[config.mk]
export PLATFORM = sky130hd
export DESIGN_NAME = div_unit
export DESIGN_NICKNAME = d
export VERILOG_FILES = /design/src/rtl/div_unit.sv
export SDC_FILE = /design/constraint.sdc
export NUM_CORES = 1
export LEC_CHECK = 0
export CORE_MARGIN = 2
export CORE_UTILIZATION = 30
export CTS_BUF_LIST = sky130_fd_sc_hd__clkbuf_16
export DETAILED_ROUTE_END_ITERATION = 10
export GPL_ROUTABILITY_DRIVEN = 0
export PLACE_DENSITY = 0.44
export SLEW_MARGIN = 20
export SYNTH_ARGS = -nofsm -noshare
export SYNTH_HDL_FRONTEND = slang
export SYNTH_SLANG_ARGS = --single-unit
[constraint.sdc]
create_clock -name clk -period 4 [get_ports clk]
set_clock_uncertainty 0.1 [all_clocks]
set_input_delay 0.4 -clock clk [delete_from_list [all_inputs] [get_ports clk]]
set_output_delay 0.4 -clock clk [all_outputs]
set_load 0.03 [all_outputs]
[src/rtl/div_unit.sv]
// Iterative radix-2 restoring divider for DIV/DIVU: one quotient bit per cycle,
// remainder on hi_o and quotient on lo_o, written together under a one-cycle valid_o pulse.
module div_unit #(
  parameter int WIDTH = 32
) (
  input  logic             clk,
  input  logic             rst,
  input  logic             start_i,
  input  logic             signed_i,
  input  logic             cancel_i,
  input  logic [WIDTH-1:0] a_i,
  input  logic [WIDTH-1:0] b_i,
  output logic             busy_o,
  output logic             valid_o,
  output logic [WIDTH-1:0] hi_o,
  output logic [WIDTH-1:0] lo_o
);

  // state | meaning
  // IDLE  | waiting for start_i; also the cycle in which valid_o pulses
  // ZERO  | divisor was zero, result preloaded, one filler cycle
  // RUN   | one restoring iteration per cycle, MSB first
  // DONE  | load hi_o/lo_o with sign fixup, pulse valid_o next cycle
  typedef enum logic [1:0] {IDLE, ZERO, RUN, DONE} state_t;

  localparam int CW = $clog2(WIDTH);

  state_t           state, state_nx;
  logic [CW-1:0]    count;
  logic [WIDTH-1:0] rem, quo, dvs;
  logic             q_neg, r_neg, valid_r;

  logic             a_neg, b_neg, borrow;
  logic [WIDTH-1:0] a_mag, b_mag;
  logic [WIDTH:0]   shifted, diff;

  assign a_neg = signed_i & a_i[WIDTH-1];
  assign b_neg = signed_i & b_i[WIDTH-1];
  assign a_mag = a_neg ? -a_i : a_i;
  assign b_mag = b_neg ? -b_i : b_i;

  // shifted < 2*dvs always, so bit WIDTH of the difference is exactly the borrow
  assign shifted = {rem, quo[WIDTH-1]};
  assign diff    = shifted - {1'b0, dvs};
  assign borrow  = diff[WIDTH];

  assign valid_o = valid_r & ~cancel_i;
  assign busy_o  = (state != IDLE) | valid_o;

  always_ff @(posedge clk or negedge rst) begin
    if (!rst) state <= IDLE;
    else      state <= state_nx;
  end

  always_comb begin
    state_nx = state;
    case (state)
      IDLE: if (start_i) state_nx = (b_i == '0) ? ZERO : RUN;
      ZERO: state_nx = DONE;
      RUN:  if (count == CW'(WIDTH - 1)) state_nx = DONE;
      DONE: state_nx = IDLE;
      default: state_nx = IDLE;
    endcase
    if (cancel_i) state_nx = IDLE;
  end

  always_ff @(posedge clk or negedge rst) begin
    if (!rst) begin
      count   <= '0;
      rem     <= '0;
      quo     <= '0;
      dvs     <= '0;
      q_neg   <= 1'b0;
      r_neg   <= 1'b0;
      valid_r <= 1'b0;
      hi_o    <= '0;
      lo_o    <= '0;
    end else begin
      valid_r <= 1'b0;
      case (state)
        IDLE: begin
          if (start_i && !cancel_i) begin
            count <= '0;
            dvs   <= b_mag;
            if (b_i == '0) begin
              // divide-by-zero: raw dividend as remainder, no sign fixup
              rem   <= a_i;
              quo   <= '1;
              q_neg <= 1'b0;
              r_neg <= 1'b0;
            end else begin
              rem   <= '0;
              quo   <= a_mag;
              q_neg <= a_neg ^ b_neg;
              r_neg <= a_neg;
            end
          end
        end
        RUN: begin
          count <= count + 1'b1;
          rem   <= borrow ? shifted[WIDTH-1:0] : diff[WIDTH-1:0];
          quo   <= {quo[WIDTH-2:0], ~borrow};
        end
        DONE: begin
          if (!cancel_i) begin
            valid_r <= 1'b1;
            hi_o    <= r_neg ? -rem : rem;
            lo_o    <= q_neg ? -quo : quo;
          end
        end
        default: ;
      endcase
    end
  end

endmodule

==> results by group, run 1 <==
Run status
  – Status: finished, final reports clean

STA
  – Final setup fails: 0
  – Worst hold slack: 0.313 ns
  – Max Clk Rate: 0.291 GHz
  – Fin crit period: 3.44 ns
  – Worst rel slew slack: 0.459
  – Setup TNS: 0 ns
  – RSZ-0062 raised after global routing: no
  – Slew at the pin closest to its max-slew limit: 0.809 ns
  – Max Slew Vio Count: 0
  – Period utilization: 0.860
  – Hold Vio Cnt, Final: 0

Global route
  – Vias in the first global route: 9,925
  – Gr usage total: 0.192
  – GRT overflow: 0
  – Largest net degree at the start of global routing: 130
  – First-pass GRT wire length: 58.3 mm
  – Initial antenna violation count: 0

Finish
  – Fillers: 3,963
  – Area grow syn2layout: 23.8%
  – Share of post-route cells with drive strength above 1: 0.0725
  – NumNets Final: 1,630
  – Fin area: 14,200 sq um
  – Final design utilization: 0.377
  – Ant. Diodes: 0

Pwr
  – IR Drop Worst-Case VDD: 0.000370 V
  – Static Leakage: 0.00607 uW
  – Total power: 13,100 uW
  – PD cells: 924 nW/um^2

Job
  – # Max-Cap Violations: 0

Detailed routing
  – Total Routed Length: 37.1 mm
  – Final ANT Viol Nets: 0
  – Vias per cell: 5.08
  – 1st-iter DRT viols: 605
  – Via count: 10,400
  – Drt wl/cell: 18.2 um
  – Drt pass-1 iters: 5
  – DRC viols: 0

Clock network
  – CTS Buffer Depth: 2
  – CTS Root Cell: clkbuf_16
  – CTS tree: yes
  – CTS Buf Count: 17
  – Post-cts gate resize count: 0
  – Reg clk slew, reported paths: 0.08 ns
  – Clock H-tree levels: 4
  – Latest clock arrival within the worst-skew pair: 0.46 ns
  – Sink Count: 170

Synth
  – Synth top area share: 0.371
  – Area leader, netlist: dfrtp_1
  – Synth Flop Type: dfrtp_1
  – Netlist cell types: 73
  – Flops & latches, synth: 170
  – Syn Nets: 1,496
  – YS warnings: 0
  – Register area share after synthesis: 0.371
  – Post-synth ARST share: 1.00
  – EDFF count, synth: 0
  – Mapped Cells: 1,385
  – Syn Std Cell Area: 11,500 sq um
  – Avg Synthesized Cell Area: 8.29 sq um
  – Ranking of synthesized cells by area: dfrtp_1 (37%), o21ai_0 (8.2%), nand2_1 (6.3%)

Critical path
  – WP buf/inv: 1
  – Startpoint types: register
  – Setup CP Type: register to register
  – CP delay by family, top: compound AO/OA/AOI/OAI gates
  – CP Data Required Time: 4.26 ns
  – Slowest stage delay, CP: 0.46 ns
  – Crit-path cells: ha_1 -> a21oi_1 -> o211ai_1 -> a211o_1 -> a21o_1 -> a31o_2 -> o2bb2ai_1 -> xnor2_1 -> buf_4 -> mux2_2 -> o21ai_0
  – Critical Path Sink Type: register
  – Worst-path fanout max: 7
  – Critical-path top delay cell: dfrtp_1
  – CP arrival: 3.70 ns

Floorplan
  – Full die area: 39,800 sq um
  – Initial core utilization: 0.305
  – Die Y: 200 um
  – Rows: 71
  – Die Wd: 200 um
  – CORE AREA: 37,700 sq um
  – IO Count: 135

Placement
  – Dpl cell area: 13,600 sq um
  – Dpl hpwl: 28.7 mm
  – Buffers on Ports: 134

Min path
  – Hold Path Class: primary input to async pin
report_power, final:
part / internal, uW / leakage, uW / switching (uW)
clock network: 869 / 0.000277 / 789
logic: 3420 / 0.00364 / 4830
registers: 2480 / 0.00216 / 738
total: 6770 / 0.00607 / 6360
timing repair:
action / CTS / global route
hold buffers: 1 / 0
hold endpoints to repair: 39 / 0
buffers inserted: 0 / 0
cell usage after synthesis, types with 15 or more instances:
cell / number
nand2_1: 193
o21ai_0: 188
dfrtp_1: 170
a21oi_1: 107
xor2_1: 82
nor2_1: 79
xnor2_1: 65
clkbuf_1: 62
inv_1: 60
ha_1: 41
nor3_1: 29
mux2i_1: 26
nand3_1: 25
o31ai_1: 23
or3_1: 18
nand2b_1: 15
flip-flops by register name, indices dropped and copies added, names as in the netlist:
register  cells
lo_o         32
rem          32
state         2
hi_o         32
r_neg         1
valid_r       1
q_neg         1
count         5
dvs          32
quo          32
per-stage QoR:
| stage | worst slack, ns | instances |
|---|---|---|
| 2_1_floorplan | 0.850 | 1385 |
| 3_3_place_gp | 0.312 | 2010 |
| 3_5_place_dp | 0.269 | 2010 |
| 4_1_cts | 0.592 | 2043 |
| 5_1_grt | 0.367 | 2043 |
| 6_report | 0.561 | 2043 |
placed cells by master, fill, tap and decap left out, types with 5 or more instances in the layout:
cell type / instances
nor2b_1: 6
nand3_1: 25
clkdlybuf4s50_1: 133
buf_4: 52
xor2_1: 82
ha_1: 41
mux2i_1: 26
nand2b_1: 14
nand2_1: 193
o211ai_1: 8
o22ai_1: 14
or3_1: 18
nand4_1: 5
nor3_1: 29
dfrtp_1: 170
or4_1: 11
xnor2_1: 65
clkbuf_16: 17
a22oi_1: 14
a21oi_1: 107
inv_1: 61
and2_1: 6
nor2_1: 79
o31ai_1: 23
a31oi_1: 12
a221oi_1: 8
nor4_1: 8
and3_1: 12
o21ai_0: 187
o41ai_1: 9
a211oi_1: 8
a21o_1: 12
inv_6: 6
per-layer routing:
metal,GRT usage,share of wire,up-vias
met4,0.0444,0.014,0
met1,0.288,0.52,4950
met5,0,0,-
met3,0.0282,0.040,26
li1,-,-,5175
met2,0.288,0.43,220
final cells by class:
cell class,count,area [sq um],area share
clock buffers,17,425,0.0299
flip-flops and latches,170,4250,0.299
well taps,511,639,0.0450
inverters,60,225,0.0159
multi-input cells,1080,6720,0.473
repair buffers,190,1800,0.127
clock inverters,15,141,0.00995
worst paths after layout:
kind / end / slack (ns) / startpoint / cells past startpoint
setup / recovery: rem[1] / 0.56 / rem[10] / 11
setup reg to reg: rem[1] / 0.56 / rem[10] / 11
hold reg to reg: count[4] / 0.38 / count[4] / 2
min in group clk: count[4] / 0.38 / count[4] / 2
hold / removal: lo_o[8] / 0.31 / rst / 2
max in group asynchronous: rem[3] / 2.56 / rst / 3
kinds of logic (layout without fill, tap and decap cells):
| kind of cell | count (synthesis) | count (layout) | synth area share |
|---|---|---|---|
| compound gates | 438 | 438 | 0.226 |
| xor+xnor | 148 | 148 | 0.114 |
| fa+ha+maj | 42 | 42 | 0.0464 |
| buf+inv | 135 | 282 | 0.0477 |
| flops | 170 | 170 | 0.371 |
| mux | 28 | 28 | 0.0246 |
| simple gates | 424 | 424 | 0.171 |
No activity file was read; power rests on OpenSTA's default activity.
==> run 2: changes to the inputs <==
==> config.mk (replaced) <==
export PLATFORM = sky130hd
export DESIGN_NAME = div_unit
export DESIGN_NICKNAME = d
export VERILOG_FILES = /design/src/rtl/div_unit.sv
export SDC_FILE = /design/constraint.sdc
export NUM_CORES = 1
export LEC_CHECK = 0
export CORE_MARGIN = 2
export CORE_UTILIZATION = 42
export CTS_BUF_LIST = sky130_fd_sc_hd__clkbuf_16
export DETAILED_ROUTE_END_ITERATION = 10
export PLACE_DENSITY = 0.59
export SYNTH_ARGS = -nofsm -noshare
export SYNTH_HDL_FRONTEND = slang
export SYNTH_SLANG_ARGS = --single-unit
==> run 2 against run 1 <==
Compared with the run above: clock power up 9.6%; global-route usage increased by 4.2 points; design area down 1.7%; power shrank 0.65%; highest routed layer is now met5.
==> results by group, run 2 (same netlist as run 1, synthesis figures left out) <==
Run status
  – Status: finished, final reports clean

STA
  – Period utilization: 0.911 (+0.0514)
  – Final setup fails: 0 (unchanged)
  – Max Slew Vio Count: 0 (unchanged)
  – RSZ-0062 raised after global routing: no
  – Hold Vio Cnt, Final: 0 (unchanged)
  – Setup TNS: 0 ns (unchanged)
  – Worst rel slew slack: 0.402 (-0.0567)
  – Slew at the pin closest to its max-slew limit: 0.896 ns (+0.0870 ns)
  – Fin crit period: 3.64 ns (+0.205 ns)
  – Max Clk Rate: 0.274 GHz (-5.6%)

Global route
  – Grt met3 use: 0.0389 (+0.0108)
  – Vias in the first global route: 9,820 (-1.1%)
  – Initial antenna violation count: 1 (+1)
  – Most Crowded Layer GR: met2
  – Met1 Usage GRT: 0.346 (+0.0576)
  – Gr usage total: 0.234 (+0.0422)
  – Largest net degree at the start of global routing: 92 (-29%)
  – GRT overflow: 0 (unchanged)
  – First-pass GRT wire length: 53.1 mm (-8.9%)
  – M2 GR Usage: 0.353 (+0.0650)

Pwr
  – IR Drop Worst-Case VDD: 0.000441 V (+19%)
  – Comb pwr share: 0.613 (-0.016)
  – Switching Share: 0.474 (-0.00989)
  – PD cells: 934 nW/um^2 (+1.1%)
  – Static Leakage: 0.00604 uW (-0.63%)
  – Seq pwr share: 0.247 (+0.002)
  – Clock network power share: 0.140 (+0.014)
  – NetSw: 6190 uW (-2.7%)
  – Internal power: 6850 uW (+1.3%)

Clock network
  – Latest clock arrival within the worst-skew pair: 0.44 ns (-0.02 ns)
  – CTS Buf Count: 17 (unchanged)
  – Clock H-tree levels: 4 (unchanged)
  – Hold bufs inserted after CTS: 1 (unchanged)
  – Sink Count: 170 (unchanged)
  – Post-cts gate resize count: 0 (unchanged)
  – Post-CTS Setup Repair Bufs: 0 (unchanged)
  – Reg clk slew, reported paths: 0.07 ns (about the same)
  – CTS Buffer Depth: 2 (unchanged)
  – CTS Root Cell: clkbuf_16
  – CTS tree: yes

Floorplan
  – Initial core utilization: 0.427 (+0.122)
  – CORE AREA: 26,900 sq um (-29%)
  – IO Count: 135 (unchanged)
  – Die Y: 169 um (-15%)
  – Die Wd: 169 um (-15%)
  – Rows: 60 (-15%)
  – Full die area: 28,700 sq um (-28%)

Finish
  – Area grow syn2layout: 21.7%
  – Share of post-route cells with drive strength above 1: 0.0639 (-0.00855)
  – Fillers: 2,585 (-35%)
  – Commonest non-fill, non-tap cell in the layout: nand2_1
  – Most frequent cells in the layout: nand2_1 (193), o21ai_0 (187), dfrtp_1 (170)
  – Ant. Diodes: 0 (unchanged)
  – Final design utilization: 0.520 (+0.142)
  – NumNets Final: 1,617 (-0.80%)

Placement
  – Buffers on Ports: 134 (unchanged)
  – Final GP Congestion: 0.910
  – Dpl hpwl: 25.3 mm (-12%)

Critical path
  – Worst r2r src: quo[31]
  – Crit-path cells: inv_1 -> ha_1 -> fa_1 -> nand2b_1 -> a21oi_1 -> o41a_1 -> a21o_1 -> a31o_2 -> o2bb2ai_1 -> xnor2_1 -> buf_4 -> a221oi_1 -> a211oi_1
  – Worst-path fanout max: 7 (unchanged)
  – CP arrival: 3.89 ns (+0.19 ns)
  – Cell count along the critical path: 13 (+2)
  – CP delay by family, top: compound AO/OA/AOI/OAI gates
  – Critical-path top delay cell: xnor2_1
  – WP buf/inv: 2 (+1)
  – Startpoint types: register
  – CP Data Required Time: 4.24 ns (-0.02 ns)
  – R2R depth: 13 (+2)
  – RR Endpoint: rem[24]
  – Reg2Reg Setup Slack: 0.36 ns (-0.21 ns)
  – Critical Path Sink Type: register
  – Slowest stage delay, CP: 0.53 ns (+0.07 ns)
  – Setup CP Type: register to register

Detailed routing
  – Via count: 10,400 (+0.40%)
  – Total Routed Length: 32.9 mm (-11%)
  – Vias per cell: 5.60 (+10%)
  – Final ANT Viol Nets: 0 (unchanged)
  – Drt pass-1 iters: 5 (unchanged)
  – 1st-iter DRT viols: 792 (+31%)
  – Drt wl/cell: 17.7 um (-2.4%)
  – DRC viols: 0 (unchanged)

Min path
  – Critical hold path startpoint: hi_o[29]
  – Hold Path Class: register to register
  – WHS Path Cells: 2
  – Worst hold endpoint: hi_o[29]

Job
  – # Max-Cap Violations: 0 (unchanged)
==> run 2: changes by cell type in the layout (fill, tap and decap cells not counted) <==
cell,change
clkinv_1,+1
bufinv_16,+3
inv_6,-1
buf_4,-13
clkinv_8,+1
clkinv_4,-2
inv_1,-1
clkinv_2,-1
clkinvlp_4,-1
==> run 2: area by class of cell <==
type,instances,area (sq um),area share
Sequential cell,170,4250,0.305
Clock buffer,17,425,0.0305
Timing Repair Buffer,177,1710,0.122
Inverter,60,225,0.0161
Multi-Input combinational cell,1080,6720,0.481
Tap cell,341,427,0.0306
Clock inverter,14,209,0.0150
==> run 2: power by group through the flow <==
stage | combinational, uW | clock, uW | sequential, uW
2_1_floorplan | 5120 | 0 | 3590
3_3_place_gp | 7890 | 0 | 3220
3_5_place_dp | 7930 | 0 | 3260
4_1_cts | 7970 | 1850 | 3220
5_1_grt | 8870 | 1930 | 3350
6_report | 7990 | 1820 | 3220
==> run 2: worst max-delay path by stage <==
stage | endpoint | startpoint | slack (ns)
5_1_grt | rem[26] | rem[22] | 0.18
2_1_floorplan | rem[1] | quo[31] | 0.85
3_3_place_gp | quo[27] | a_i[9] | 0.33
4_1_cts | rem[24] | rem[22] | 0.40
6_report | rem[24] | quo[31] | 0.36
3_5_place_dp | rem[11] | b_i[6] | 0.28
==> run 2: routing by layer <==
metal / up-vias / wire length (um) / part of all wire
li1: 5140 / - / -
met1: 4869 / 16000 / 0.49
met2: 355 / 14100 / 0.43
met3: 46 / 2070 / 0.063
met4: 2 / 747 / 0.023
met5: - / 11 / 0.00033
==> run 2: per-stage QoR <==
step / instance area [sq um] / hold slack (ns) / power (uW) / setup WS, ns / instances
floorplan: 11500 / 0.00441 / 8710 / 0.850 / 1385
global placement: 13300 / 0.361 / 11100 / 0.329 / 1827
detailed placement: 13300 / 0.369 / 11200 / 0.278 / 1827
CTS: 14000 / 0.385 / 13000 / 0.405 / 1859
global route: 14000 / 0.405 / 14100 / 0.177 / 1859
finish: 14000 / 0.378 / 13000 / 0.356 / 1859
==> run 2: tightest hold or removal path, stage by stage, from the launching register on <==
cell,delay (ns)
dfrtp_1,0.34
nand2_1,0.04
o21ai_0,0.06
==> run 3: changes to the inputs <==
--- a/config.mk
+++ b/config.mk
@@ -5,6 +5,7 @@
 export SDC_FILE = /design/constraint.sdc
 export NUM_CORES = 1
 export LEC_CHECK = 0
+export CAP_MARGIN = 40
 export CORE_MARGIN = 2
 export CORE_UTILIZATION = 42
 export CTS_BUF_LIST = sky130_fd_sc_hd__clkbuf_16
==> run 3 against run 2 <==
Compared with the run above: worst hold slack worse by 0.11 ns; flip-flop and latch count unchanged; design area down 0.14%; register-to-register slack better by 0.02 ns; power down 0.96%; global-route usage unchanged; critical path depth down 2; final cell count up 0.11%.
==> results by group, run 3 (same netlist as run 1, synthesis figures left out) <==
Run status
  – Status: finished, final reports clean

Job
  – # Max-Cap Violations: 0 (unchanged)

Finish
  – Share of post-route cells with drive strength above 1: 0.0645 (+0.000574)
  – Most frequent cells in the layout: nand2_1 (193), o21ai_0 (187), dfrtp_1 (170)
  – Area grow syn2layout: 21.5%
  – Fin area: 13,900 sq um (-0.14%)
  – Multi-input logic area: 6720 sq um (unchanged)
  – Fillers: 2,592 (+0.27%)
  – NumNets Final: 1,618 (+0.062%)
  – Ant. Diodes: 0 (unchanged)
  – Reg area: 4250 sq um (unchanged)
  – Commonest non-fill, non-tap cell in the layout: nand2_1

Critical path
  – Startpoint types: register
  – Critical Path Sink Type: register
  – Worst-path fanout max: 7 (unchanged)
  – CP arrival: 3.86 ns (-0.03 ns)
  – Setup CP Type: register to register
  – CP Data Required Time: 4.24 ns (about the same)

Global route
  – GRT overflow: 0 (unchanged)
  – Gr usage total: 0.234 (unchanged)
  – First-pass GRT wire length: 53.4 mm (+0.46%)
  – Initial antenna violation count: 1 (unchanged)
  – Vias in the first global route: 9,833 (+0.13%)
  – Largest net degree at the start of global routing: 75 (-18%)

Clock network
  – Clock H-tree levels: 4 (unchanged)
  – Latest clock arrival within the worst-skew pair: 0.43 ns (about the same)
  – Post-CTS Setup Repair Bufs: 0 (unchanged)
  – Hold bufs inserted after CTS: 1 (unchanged)
  – CTS Buffer Depth: 2 (unchanged)
  – CTS tree: yes
  – Post-cts gate resize count: 0 (unchanged)
  – CTS Root Cell: clkbuf_16
  – Sink Count: 170 (unchanged)
  – Reg clk slew, reported paths: 0.07 ns (about the same)
  – CTS Buf Count: 17 (unchanged)

Min path
  – Hold Path Class: primary input to async pin

Detailed routing
  – Vias per cell: 5.60 (about the same)
  – DRC viols: 0 (unchanged)
  – Final ANT Viol Nets: 0 (unchanged)
  – Drt wl/cell: 17.7 um (-0.20%)
  – Total Routed Length: 32.9 mm (about the same)
  – Via count: 10,400 (+0.048%)
  – Drt pass-1 iters: 5 (unchanged)
  – 1st-iter DRT viols: 704 (-11%)

STA
  – Final worst slack: 0.372 ns (+0.0162 ns)
  – Fin crit period: 3.63 ns (-0.0162 ns)
  – Max Slew Vio Count: 0 (unchanged)
  – Period utilization: 0.907 (-0.00405)
  – Setup TNS: 0 ns (unchanged)
  – Max Clk Rate: 0.276 GHz (+0.45%)
  – Final setup fails: 0 (unchanged)
  – RSZ-0062 raised after global routing: no
  – Worst rel slew slack: 0.477 (+0.0743)
  – Hold Vio Cnt, Final: 0 (unchanged)
  – Slew at the pin closest to its max-slew limit: 0.765 ns (-0.131 ns)

Pwr
  – Static Leakage: 0.00603 uW (-0.18%)
  – Total power: 12,900 uW (-0.96%)
  – PD cells: 926 nW/um^2 (-0.82%)
  – IR Drop Worst-Case VDD: 0.000458 V (+3.8%)

Floorplan
  – Full die area: 28,700 sq um (unchanged)
  – CORE AREA: 26,900 sq um (unchanged)
  – IO Count: 135 (unchanged)
  – Die Y: 169 um (unchanged)
  – Die Wd: 169 um (unchanged)
  – Rows: 60 (unchanged)
  – Initial core utilization: 0.427 (unchanged)

Placement
  – Dpl cell area: 13,300 sq um (+0.21%)
  – Dpl hpwl: 25.3 mm (+0.13%)
  – Dpl ws: 0.277 ns (-0.00142 ns)
  – Final GP Congestion: 0.910 (unchanged)
  – Buffers on Ports: 134 (unchanged)
-- run 3: cell count changes in the layout (fill, tap and decap cells not counted), sizes merged --
cell      delta
buf          +1
clkinvlp     +3
bufinv       -2
clkinv       -3
inv          +3
-- run 3: power by group --
part / switching [uW] / total [uW] / leakage (uW) / internal (uW)
Combinational: 4670 / 7990 / 0.00358 / 3320
Sequential: 741 / 3220 / 0.00216 / 2480
Clock: 774 / 1710 / 0.000282 / 932
Total: 6180 / 12900 / 0.00603 / 6730
-- run 3: layout make-up --
class / count / share of cell area
Multi-Input combinational cell: 1080 / 0.482
Clock buffer: 17 / 0.0305
Inverter: 60 / 0.0162
Timing Repair Buffer: 178 / 0.124
Clock inverter: 15 / 0.0116
Tap cell: 341 / 0.0306
Sequential cell: 170 / 0.305
-- run 3: per-layer routing --
metal | vias to the layer above | routed length, um | GRT usage | part of all wire
met1 | 4872 | 16200 | 0.351 | 0.49
met3 | 42 | 1740 | 0.0264 | 0.053
met2 | 350 | 14300 | 0.357 | 0.44
li1 | 5151 | - | - | -
met4 | 2 | 634 | 0.0665 | 0.019
met5 | - | 14 | 0 | 0.00043
-- run 3: path summary, 6_finish.rpt --
kind,start,endpoint,slack [ns],cells after the start
min in group clk,lo_o[24],lo_o[24],0.38,2
max in group asynchronous,rst,hi_o[31],2.49,4
setup / recovery,rem[22],rem[24],0.37,11
hold reg to reg,lo_o[24],lo_o[24],0.38,2
hold / removal,rst,lo_o[11],0.27,2
setup reg to reg,rem[22],rem[24],0.37,11
-- run 3: worst max-delay path: stages (launching register included) --
cell and delay [ns]:
dfrtp_1 0.50, ha_1 0.45, a21oi_1 0.28, o211ai_1 0.15, a221o_1 0.32, and2_1 0.16, a31o_2 0.24, o2bb2ai_1 0.24
xnor2_1 0.50, buf_4 0.26, a221oi_1 0.09, a211oi_1 0.25
-- run 3: through the flow --
step | cells | util | hold slack [ns]
floorplan | 1385 | - | 0.00441
global placement | 1827 | 0.496 | 0.361
finish | 1861 | 0.519 | 0.268
detailed placement | 1828 | 0.497 | 0.148
CTS | 1861 | 0.519 | 0.262
global route | 1861 | 0.519 | 0.271
